$ cat config.mk
export PLATFORM = sky130hd
export DESIGN_NAME = matrix_result_streamer
export DESIGN_NICKNAME = d
export VERILOG_FILES = /design/src/rtl/matrix_result_streamer.sv
export SDC_FILE = /design/constraint.sdc
export NUM_CORES = 1
export LEC_CHECK = 0
export BUFFER_PORTS_ARGS = -buffer_cell sky130_fd_sc_hd__buf_2
export CAP_MARGIN = 20
export CELL_PAD_IN_SITES_DETAIL_PLACEMENT = 2
export CELL_PAD_IN_SITES_GLOBAL_PLACEMENT = 2
export CORE_AREA = 2 2 176 178
export CTS_CLUSTER_DIAMETER = 40
export DETAILED_ROUTE_END_ITERATION = 10
export DIE_AREA = 0 0 178 180
export PLACE_DENSITY_LB_ADDON = 0.1
export SLEW_MARGIN = 10
export SYNTH_ARGS = -nofsm -noshare
export SYNTH_HDL_FRONTEND = slang
export SYNTH_SLANG_ARGS = --single-unit
$ cat constraint.sdc
create_clock -name clk -period 9.03 [get_ports clk]
set_input_delay 0.4515 -clock clk [delete_from_list [all_inputs] [get_ports clk]]
set_output_delay 0.4515 -clock clk [all_outputs]
set_load 0.02 [all_outputs]
$ cat src/rtl/matrix_result_streamer.sv
// Captures a flat DIM x DIM element matrix on start and streams it out one element
// per valid/ready handshake, in row-major or column-major (transposed) order.
module matrix_result_streamer #(
  parameter  int DIM    = 5,
  parameter  int ELEM_W = 8,
  localparam int MAT_W  = DIM * DIM * ELEM_W,
  localparam int IDX_W  = $clog2(DIM * DIM)
) (
  input  logic              clk,
  input  logic              rst_n,
  input  logic              start,
  input  logic              col_major,
  input  logic [MAT_W-1:0]  C_flat,
  input  logic              overflow_in,
  output logic [ELEM_W-1:0] out_data,
  output logic              out_valid,
  input  logic              out_ready,
  output logic [IDX_W-1:0]  out_idx,
  output logic              out_last,
  output logic              busy,
  output logic              done,
  output logic              ovf_latched
);

  localparam int CNT_W = (DIM > 1) ? $clog2(DIM) : 1;
  localparam logic [CNT_W-1:0] LAST_RC  = CNT_W'(DIM - 1);
  localparam logic [IDX_W-1:0] LAST_IDX = IDX_W'(DIM * DIM - 1);

  typedef enum logic [1:0] {
    IDLE   = 2'd0,
    STREAM = 2'd1,
    DONE   = 2'd2
  } state_t;

  state_t             state_q;
  logic [MAT_W-1:0]   buf_q;
  logic               col_major_q;
  logic [CNT_W-1:0]   row_q;
  logic [CNT_W-1:0]   col_q;

  logic [CNT_W-1:0]   row_nx;
  logic [CNT_W-1:0]   col_nx;
  logic [IDX_W-1:0]   idx_nx;
  logic [IDX_W-1:0]   elem_sel;
  logic [ELEM_W-1:0]  data_nx;
  logic               xfer;

  assign xfer = out_valid & out_ready;

  // Next read position: the inner counter is col for row-major, row for column-major.
  always_comb begin
    row_nx = row_q;
    col_nx = col_q;
    if (col_major_q) begin
      if (row_q == LAST_RC) begin
        row_nx = '0;
        col_nx = col_q + 1'b1;
      end else begin
        row_nx = row_q + 1'b1;
      end
    end else begin
      if (col_q == LAST_RC) begin
        col_nx = '0;
        row_nx = row_q + 1'b1;
      end else begin
        col_nx = col_q + 1'b1;
      end
    end
    idx_nx   = out_idx + 1'b1;
    elem_sel = IDX_W'(row_nx) * IDX_W'(DIM) + IDX_W'(col_nx);
    data_nx  = buf_q[int'(elem_sel) * ELEM_W +: ELEM_W];
  end

  always_ff @(posedge clk or negedge rst_n) begin
    if (!rst_n) begin
      state_q     <= IDLE;
      buf_q       <= '0;
      col_major_q <= 1'b0;
      row_q       <= '0;
      col_q       <= '0;
      out_data    <= '0;
      out_valid   <= 1'b0;
      out_idx     <= '0;
      out_last    <= 1'b0;
      busy        <= 1'b0;
      done        <= 1'b0;
      ovf_latched <= 1'b0;
    end else begin
      case (state_q)
        IDLE: begin
          done <= 1'b0;
          if (start) begin
            buf_q       <= C_flat;
            col_major_q <= col_major;
            ovf_latched <= overflow_in;
            row_q       <= '0;
            col_q       <= '0;
            out_data    <= C_flat[ELEM_W-1:0];
            out_idx     <= '0;
            out_last    <= (LAST_IDX == '0);
            out_valid   <= 1'b1;
            busy        <= 1'b1;
            state_q     <= STREAM;
          end
        end
        STREAM: begin
          if (xfer) begin
            if (out_last) begin
              out_valid <= 1'b0;
              busy      <= 1'b0;
              done      <= 1'b1;
              state_q   <= DONE;
            end else begin
              row_q    <= row_nx;
              col_q    <= col_nx;
              out_idx  <= idx_nx;
              out_data <= data_nx;
              out_last <= (idx_nx == LAST_IDX);
            end
          end
        end
        DONE: begin
          done    <= 1'b0;
          state_q <= IDLE;
        end
        default: begin
          out_valid <= 1'b0;
          busy      <= 1'b0;
          done      <= 1'b0;
          state_q   <= IDLE;
        end
      endcase
    end
  end

endmodule

==> impl_metrics.json, run 1 <==
{
  "rows": 64,
  "met1Wirelength_um": 15400,
  "yosysSeqAreaShare": 0.530,
  "finalCriticalPeriod_ps": 4990,
  "antenna_found_initial": 0,
  "synth_area_per_cell_um2": 9.31,
  "die_h_um": 180,
  "clkTransAtPathRegs_ps": 50,
  "timing.final.hold_violations": 0,
  "worstSkewPairLatency_ps": 510,
  "rr_worst_depth": 13,
  "io_pins": 224,
  "cts.sinks": 226,
  "detail-route-antenna-nets": 0,
  "synth_ff_type": "dfrtp_1",
  "netlist_area_um2": 10700,
  "first_iter_violations": 400,
  "grt_max_degree": 96,
  "grt_first_pass_wirelength_um": 56700,
  "cts_tree": "yes",
  "ys_seq_elements": 226,
  "critical_path_class": "reg2reg",
  "pre_cts_ws_ps": 3980,
  "async_reset_ff_frac": 1.00,
  "syn2layout_area_growth_pct": 25.8,
  "hold_depth": 3,
  "period_share": 0.553,
  "diodes": 0,
  "numPortBuffers": 223,
  "layout_commonest_cell": "nand2_1",
  "maxSlewHeadroom": 0.297,
  "finalSetupViolCount": 0,
  "power.leakage_nw": 7.06,
  "worstMarginPinSlew_ps": 1050,
  "slew_viol_final": 0,
  "final_layout_size_suffix_gt1_frac": 0.258,
  "drc": 0,
  "synth_fp_nets": 1365,
  "yosys_warnings": 0,
  "routed_via_density": 5.01,
  "start_util": 0.353,
  "hold_class": "in2reg",
  "arrival_ps": 5390,
  "layout_common_cells": "nand2_1, dfrtp_1, buf_2",
  "fin_setup_tns_ps": 0,
  "required_ps": 9430,
  "start_kind": "register",
  "syn_inst": 1145,
  "drt-wirelength-per-cell_um": 20.0,
  "dieArea_um2": 32000,
  "vias": 8899,
  "post_cts_buffers": 0,
  "clock_path_buffers": 3,
  "skew_ps": 15.4,
  "synth_edf_count": 0,
  "rsz0062_at_grt": "false",
  "status": "finished, final reports clean",
  "crit_path_end_kind": "register",
  "overflow": 0,
  "regArea_um2": 5660,
  "maxCapViolCount": 0,
  "dr.pass1.iters": 4,
  "nets": 1572,
  "p_per_area_nw_per_um2": 545,
  "cts_made_buffers": 41,
  "post_cts_resized": 0,
  "die_w_um": 178,
  "met2WireLength_um": 17500,
  "cts_root_buf": "clkbuf_16",
  "r2r_setup_slack_ps": 4040,
  "first_global_vias": 9981,
  "core_area_um2": 30200,
  "multi_input_comb_area_um2": 4700,
  "cp_max_fo": 24,
  "wl_met3_um": 1640,
  "h-tree-depth": 2,
  "top_layer": "met4",
  "drt_wl_total_um": 35500,
  "fmax_mhz": 200,
  "postLayoutSetupSlackWorst_ps": 4040,
  "hpwl_um": 24700,
  "ctsHoldBuffers": 1,
  "ir_drop_mv": 0.503,
  "globalplace.congestion": 0.834,
  "synth.distinct_cells": 54,
  "fill_cells": 3336,
  "grt.total_usage": 0.227
}
-- routing by layer --
metal | up-vias | track usage
met5 | - | 0
met4 | 0 | 0.0603
met3 | 58 | 0.0398
met2 | 192 | 0.379
met1 | 4481 | 0.304
li1 | 4168 | -
-- path summary, 6_finish.rpt --
kind,start,endpoint
worst min register to register,ovf_latched,ovf_latched
worst max-delay path,row_q[0],out_data[3]
worst max register to register,row_q[0],out_data[3]
min in group asynchronous,rst_n,buf_q[113]
max in group asynchronous,rst_n,buf_q[1]
worst min-delay path,C_flat[103],buf_q[103]
-- through the flow --
step	hold WS [ps]	cells	cell area [um2]	util	total power, W
after floorplan	156	1145	10700	-	0.00464
after CTS	115	1775	13400	0.444	0.00743
after detailed placement	459	1704	12000	0.399	0.00586
after global placement	451	1704	12000	0.399	0.00572
after global routing	127	1775	13400	0.444	0.00785
final	129	1775	13400	0.444	0.00731
-- critical path, cell delays in order (launching register included) --
cell and delay (ps):
dfrtp_1 420, inv_1 70, ha_1 210, a21boi_1 620, nor3_1 90, a21oi_1 340
ha_1 300, ha_1 340, fa_1 1100, nand2b_1 330, o22ai_1 130, a2111oi_0 520
a311oi_1 140, o31ai_1 250
-- Yosys cell counts (all sizes together) (9+ instances only) --
| library cell | count | area [um2] |
|---|---|---|
| mux2 | 12 | 135 |
| a22oi | 12 | 90.1 |
| mux2i | 14 | 140 |
| mux4 | 36 | 815 |
| nand2 | 623 | 2340 |
| clkbuf | 50 | 188 |
| and3 | 9 | 56.3 |
| buf | 17 | 134 |
| o21ai | 14 | 70.1 |
| dfrtp | 226 | 5660 |
| nor2 | 14 | 52.6 |
| a21o | 10 | 75.1 |
| a2111oi | 10 | 103 |
| ha | 13 | 163 |
-- cell type report --
class	count	share of cell area
Timing Repair Buffer	231	0.0886
Inverter	6	0.00168
Tap cell	396	0.0369
Multi-Input combinational cell	846	0.350
Clock inverter	22	0.0187
Sequential cell	226	0.422
Clock buffer	48	0.0822
-- power by group --
group	leakage, nW	total (W)	switching, W	internal [W]
sequential	2.82	0.00179	0.000301	0.00149
combinational	3.58	0.00400	0.00234	0.00166
clock	0.661	0.00152	0.000529	0.000987
-- sequential cells by signal, summed over array words and instances (netlist names) --
name and count:
buf_q 200, busy 1, col_major_q 1, col_q 3, done 1, out_data 8, out_idx 5, out_last 1
ovf_latched 1, row_q 3, state_q 2
-- logic make-up after synthesis --
kind of cell | Yosys count | synth area share
compound gates | 89 | 0.0624
xor+xnor | 7 | 0.00939
fa+ha+maj | 14 | 0.0171
buf+inv | 73 | 0.0323
flops | 226 | 0.530
mux | 62 | 0.102
simple gates | 674 | 0.246
(Power assumes the default switching activity.)
==> run 2: changes to the inputs <==
--- a/config.mk
+++ b/config.mk
@@ -5,14 +5,15 @@
 export SDC_FILE = /design/constraint.sdc
 export NUM_CORES = 1
 export LEC_CHECK = 0
+export ABC_AREA = 1
 export BUFFER_PORTS_ARGS = -buffer_cell sky130_fd_sc_hd__buf_2
 export CAP_MARGIN = 20
 export CELL_PAD_IN_SITES_DETAIL_PLACEMENT = 2
 export CELL_PAD_IN_SITES_GLOBAL_PLACEMENT = 2
-export CORE_AREA = 2 2 176 178
+export CORE_AREA = 2 2 194 196
 export CTS_CLUSTER_DIAMETER = 40
 export DETAILED_ROUTE_END_ITERATION = 10
-export DIE_AREA = 0 0 178 180
+export DIE_AREA = 0 0 196 198
 export PLACE_DENSITY_LB_ADDON = 0.1
 export SLEW_MARGIN = 10
 export SYNTH_ARGS = -nofsm -noshare
==> constraint.sdc (replaced) <==
create_clock -name clk -period 5.07 [get_ports clk]
set_input_delay 0.2535 -clock clk [delete_from_list [all_inputs] [get_ports clk]]
set_output_delay 0.2535 -clock clk [all_outputs]
set_load 0.02 [all_outputs]
==> run 2 against run 1 <==
The run now ends with hold timing left. Design area up 21%. Non-clock buffer count is 197 higher. Clock skew up 6.1 ps. Critical path depth up 5. First-iteration DRC count up 31%. Register-to-register slack worse by 3100 ps. Maximum frequency rose by 20%. Highest routed layer unchanged.
==> impl_metrics.json, run 2 <==
{
  "timing.final.hold_violations": 1,
  "cts.sinks": 226,
  "h-tree-depth": 2,
  "finalSetupViolCount": 0,
  "synth_area_leaders": "dfrtp_1, nand2_1, o21ai_0",
  "routed_via_density": 4.82,
  "use_met3": 0.0395,
  "nets": 2126,
  "synth.distinct_cells": 30,
  "syn2layout_area_growth_pct": 44.0,
  "dieArea_um2": 38800,
  "arrival_ps": 4620,
  "yosysSeqAreaShare": 0.501,
  "largest_register_ffs": 200,
  "first_global_vias": 13200,
  "hold_class": "in2reg",
  "path_cells": "inv_1 -> ha_1 -> nand2_1 -> nand2_1 -> o21ai_0 -> ha_1 -> ha_1 -> fa_1 -> inv_2 -> nor2_4 -> nand2_1 -> nand2_1 -> inv_1 -> nand2_1 -> nand2_1 -> nand2_1 -> nand2_1 -> a21oi_2",
  "die_h_um": 198,
  "instances_no_fill": 2415,
  "layout_common_cells": "nand2_1, dfrtp_1, buf_2",
  "netlist_area_um2": 11300,
  "grt.total_usage": 0.257,
  "grtUsageMet2": 0.459,
  "synth_top_area_cell": "dfrtp_1",
  "maxCapViolCount": 0,
  "synth_fp_nets": 1735,
  "fin_setup_tns_ps": 0,
  "vias": 11600,
  "overflow": 0,
  "final_area_um2": 16300,
  "dpl_cell_area_um2": 12700,
  "grt_max_degree": 180,
  "fill_cells": 4129,
  "status": "finished with violations",
  "critical_path_class": "reg2reg",
  "cts_tree": "yes",
  "holdWs_ps": -2.66,
  "dr.pass1.iters": 5,
  "antenna_found_initial": 0,
  "worst_path_largest_cell_delay_ps": 870,
  "start_kind": "register",
  "synth_edf_count": 0,
  "period_share": 0.818,
  "synth_ff_type": "dfrtp_1",
  "crit_path_end_kind": "register",
  "slowest_stage": "fa_1",
  "fmax_mhz": 241,
  "io_pins": 224,
  "drt_wl_total_um": 48900,
  "worstSkewPairLatency_ps": 560,
  "regMostFlops": "buf_q",
  "globalplace.congestion": 0.800,
  "rows": 71,
  "final_layout_size_suffix_gt1_frac": 0.175,
  "die_w_um": 196,
  "first_iter_violations": 524,
  "worstMarginPinSlew_ps": 1040,
  "rsz0062_at_grt": "false",
  "cts_root_buf": "clkbuf_16",
  "syn_inst": 1515,
  "drt-wirelength-per-cell_um": 20.2,
  "violations": "hold timing",
  "busiest_layer": "met2",
  "grt_first_pass_wirelength_um": 76600,
  "skew_ps": 21.5,
  "cts_made_buffers": 45,
  "maxSlewHeadroom": 0.306,
  "layout_commonest_cell": "nand2_1",
  "cp_max_fo": 17,
  "required_ps": 5540,
  "start_util": 0.305,
  "dp_cells": 2137,
  "clkTransAtPathRegs_ps": 60,
  "clock_path_buffers": 3,
  "synth.most_common_cell": "nand2_1",
  "core_area_um2": 37000,
  "drc": 0,
  "synthTopCellsByCount": "nand2_1, dfrtp_1, inv_1, o21ai_0, nand3_1",
  "finalCriticalPeriod_ps": 4150,
  "yosys.area.top_type_share": 0.501,
  "slew_viol_final": 0,
  "async_reset_ff_frac": 1.00,
  "use_met1": 0.311,
  "detail-route-antenna-nets": 0,
  "hpwl_um": 29200,
  "yosys_warnings": 0,
  "synth_area_per_cell_um2": 7.45,
  "numPortBuffers": 223,
  "path_common_cell": "nand2_1",
  "top_regs": "buf_q x200, out_data x8, out_idx x5",
  "ys_seq_elements": 226
}
[run 2: cells by family (layout without fill, tap and decap cells)]
kind of cell               Yosys count  count (layout)  share of synthesized area
DFF                                226             226                      0.501
AOI/OAI and AO/OA                  229             229                      0.107
adders and majority gates           14              14                     0.0162
buffers and inverters              309             734                      0.109
xor gates and xnor gates             2               2                    0.00155
other                                0               1                          0
and+or+nand+nor                    735             735                      0.266
[run 2: what timing repair did]
action,in CTS,in global routing
buffers inserted,0,0
gates resized for setup,0,0
endpoints found under the setup margin,0,0
hold buffers,196,0
endpoints found under the hold margin,292,0
[run 2: routing by layer]
| metal | up-vias | routed length, um |
|---|---|---|
| met2 | 247 | 24900 |
| met1 | 5820 | 20400 |
| met5 | - | 0 |
| li1 | 5464 | - |
| met3 | 99 | 1700 |
| met4 | 0 | 1920 |
[run 2: path summary, 6_finish.rpt]
check                               to  depth (start not counted)  slack (ps)        from
min in group asynchronous    buf_q[54]                          2         330       rst_n
max in group asynchronous   buf_q[183]                          3        3480       rst_n
hold / removal                buf_q[2]                          3          -3   C_flat[2]
setup reg to reg           out_data[5]                         18         920    col_q[0]
setup / recovery           out_data[5]                         18         920    col_q[0]
hold reg to reg                   busy                          1         490  state_q[0]
[run 2: through the flow]
step | hold slack [ps] | utilization | setup slack [ps]
detailed placement | 361 | 0.345 | 891
global placement | 350 | 0.345 | 1130
CTS | 0.181 | 0.440 | 897
global route | 5.68 | 0.440 | 602
finish | -2.66 | 0.440 | 921
floorplan | -42.1 | - | 1840
[run 2: critical path: cells and delay by family (launching register included)]
kind / cells / cell delay, ps
fa+ha+maj: 4 / 1800
buf+inv: 3 / 390
compound gates: 2 / 650
simple gates: 9 / 850
flops: 1 / 360
[run 2: cell type report]
cell class | instances | area, um2 | area share
inverters | 225 | 853 | 0.0525
clock buffers | 62 | 1350 | 0.0832
clock inverters | 19 | 199 | 0.0122
diodes | 1 | 2.50 | 0.000154
repair buffers | 428 | 3180 | 0.196
multi-input cells | 980 | 4420 | 0.272
well taps | 474 | 593 | 0.0365
flip-flops and latches | 226 | 5660 | 0.348
Power of run 2 is left out: the tool's default activity adds up to more than one toggle a clock period on the data nets, which glitch-free logic cannot reach.
==> run 3: changes to the inputs <==
==> constraint.sdc (replaced) <==
create_clock -name clk -period 4.2 [get_ports clk]
set_input_delay 0.21 -clock clk [delete_from_list [all_inputs] [get_ports clk]]
set_output_delay 0.21 -clock clk [all_outputs]
set_load 0.02 [all_outputs]
==> run 3 against run 2 <==
The run now ends clean. Design area rose by 0.99%. Non-clock buffer count increased by 10. Utilization grew 0.44 points. Worst setup slack got worse by 590 ps. Flip-flop and latch count did not move. Clock-buffer cell count fell by 1. Wire length rose by 0.70%. Critical path type unchanged. Critical endpoint is now out_data[1]. Highest routed layer is now met5.
==> impl_metrics.json, run 3 (synthesis gave the netlist of run 2 again) <==
{
  "drc": 0,
  "finalCriticalPeriod_ps": 3870,
  "rsz0062_at_grt": "false",
  "hpwl_um": 28600,
  "slew_viol_final": 0,
  "clkTransAtPathRegs_ps": 50,
  "first_global_vias": 13300,
  "fill_cells": 4191,
  "final_layout_size_suffix_gt1_frac": 0.178,
  "finalSetupViolCount": 0,
  "worstSkewPairLatency_ps": 560,
  "grt_first_pass_wirelength_um": 77100,
  "post_cts_buffers": 0,
  "regMostFlops": "buf_q",
  "top_regs": "buf_q x200, out_data x8, out_idx x5",
  "cts_tree": "yes",
  "h-tree-depth": 2,
  "detail-route-antenna-nets": 0,
  "timing.final.hold_violations": 0,
  "rows": 71,
  "numPortBuffers": 223,
  "cp_max_fo": 17,
  "io_pins": 224,
  "critical_path_class": "reg2reg",
  "cts.sinks": 226,
  "start_kind": "register",
  "vias": 11600,
  "die_w_um": 196,
  "nets": 2136,
  "overflow": 0,
  "period_share": 0.921,
  "required_ps": 4680,
  "regArea_um2": 5660,
  "layout_common_cells": "nand2_1, dfrtp_1, buf_2",
  "dieArea_um2": 38800,
  "syn2layout_area_growth_pct": 45.4,
  "fin_setup_tns_ps": 0,
  "cts_made_buffers": 45,
  "clock_path_buffers": 3,
  "antenna_found_initial": 2,
  "status": "finished, final reports clean",
  "multi_input_comb_area_um2": 4420,
  "largest_register_ffs": 200,
  "drt_wl_total_um": 49200,
  "globalplace.congestion": 0.805,
  "grt_max_degree": 195,
  "start_util": 0.305,
  "routed_via_density": 4.77,
  "core_area_um2": 37000,
  "layout_commonest_cell": "nand2_1",
  "skew_ps": 13.9,
  "maxSlewHeadroom": 0.473,
  "crit_path_end_kind": "register",
  "maxCapViolCount": 0,
  "die_h_um": 198,
  "first_iter_violations": 459,
  "grt.total_usage": 0.260,
  "dr.pass1.iters": 4,
  "hold_class": "in2reg",
  "worstMarginPinSlew_ps": 791,
  "cts_root_buf": "clkbuf_16",
  "drt-wirelength-per-cell_um": 20.3,
  "arrival_ps": 4340,
  "fmax_mhz": 259
}
run 3: cell types whose count changed in the layout (fill, tap and decap cells not counted), sizes merged:
cell,change
dlygate4sd3,+7
clkinv,+5
buf,+3
clkbuf,-1
clkinvlp,-1
diode,+1
run 3: final timing paths:
kind / from / end / slack (ps) / depth (start not counted)
max in group asynchronous: rst_n / out_idx[0] / 2850 / 3
worst min register to register: buf_q[164] / buf_q[164] / 490 / 2
worst min-delay path: out_ready / state_q[1] / 110 / 5
worst max-delay path: row_q[0] / out_data[1] / 330 / 20
worst max register to register: row_q[0] / out_data[1] / 330 / 20
min in group asynchronous: rst_n / buf_q[58] / 240 / 2
run 3: metal layers:
metal  GRT usage  vias up  part of all wire
met4      0.0912        2             0.026
met3      0.0409       69             0.037
met5           0        -           0.00016
met1       0.307     5792              0.41
met2       0.477      220              0.53
li1            -     5492                 -
run 3: what timing repair did:
action | in CTS | in global routing
hold buffers | 203 | 0
hold endpoints to repair | 270 | 0
resized for setup | 0 | 1
setup endpoints to repair | 0 | 8
run 3: area by class of cell:
cell class,instances,area share
sequential,226,0.344
multi-input combinational,980,0.269
timing repair buffer,438,0.202
clock buffer,61,0.0822
inverter,225,0.0520
tap,474,0.0361
clock inverter,23,0.0132
antenna,2,0.000305
run 3: worst max-delay path, stage by stage (launching register included):
cell	delay, ps
dfrtp_1	380
inv_1	120
ha_1	170
nand2_1	110
nand2_2	140
nand2_1	130
nand2_1	90
o21ai_0	210
ha_1	380
ha_1	350
fa_2	670
inv_2	190
nor2_4	250
nand2_1	80
nand2_1	70
inv_1	40
nand2_1	80
nand2_1	60
nand2_1	80
nand2_1	50
a21oi_2	140
run 3: metrics by stage:
step	util	setup WS (ps)	hold WS, ps	instance area (um2)	cells
floorplan	-	969	-85.6	11300	1515
global placement	0.347	393	224	12800	2140
detailed placement	0.347	232	229	12800	2140
CTS	0.444	124	36.6	16400	2427
global route	0.444	37.5	159	16400	2428
finish	0.444	333	110	16400	2429
Power of run 3 is left out for the same reason.
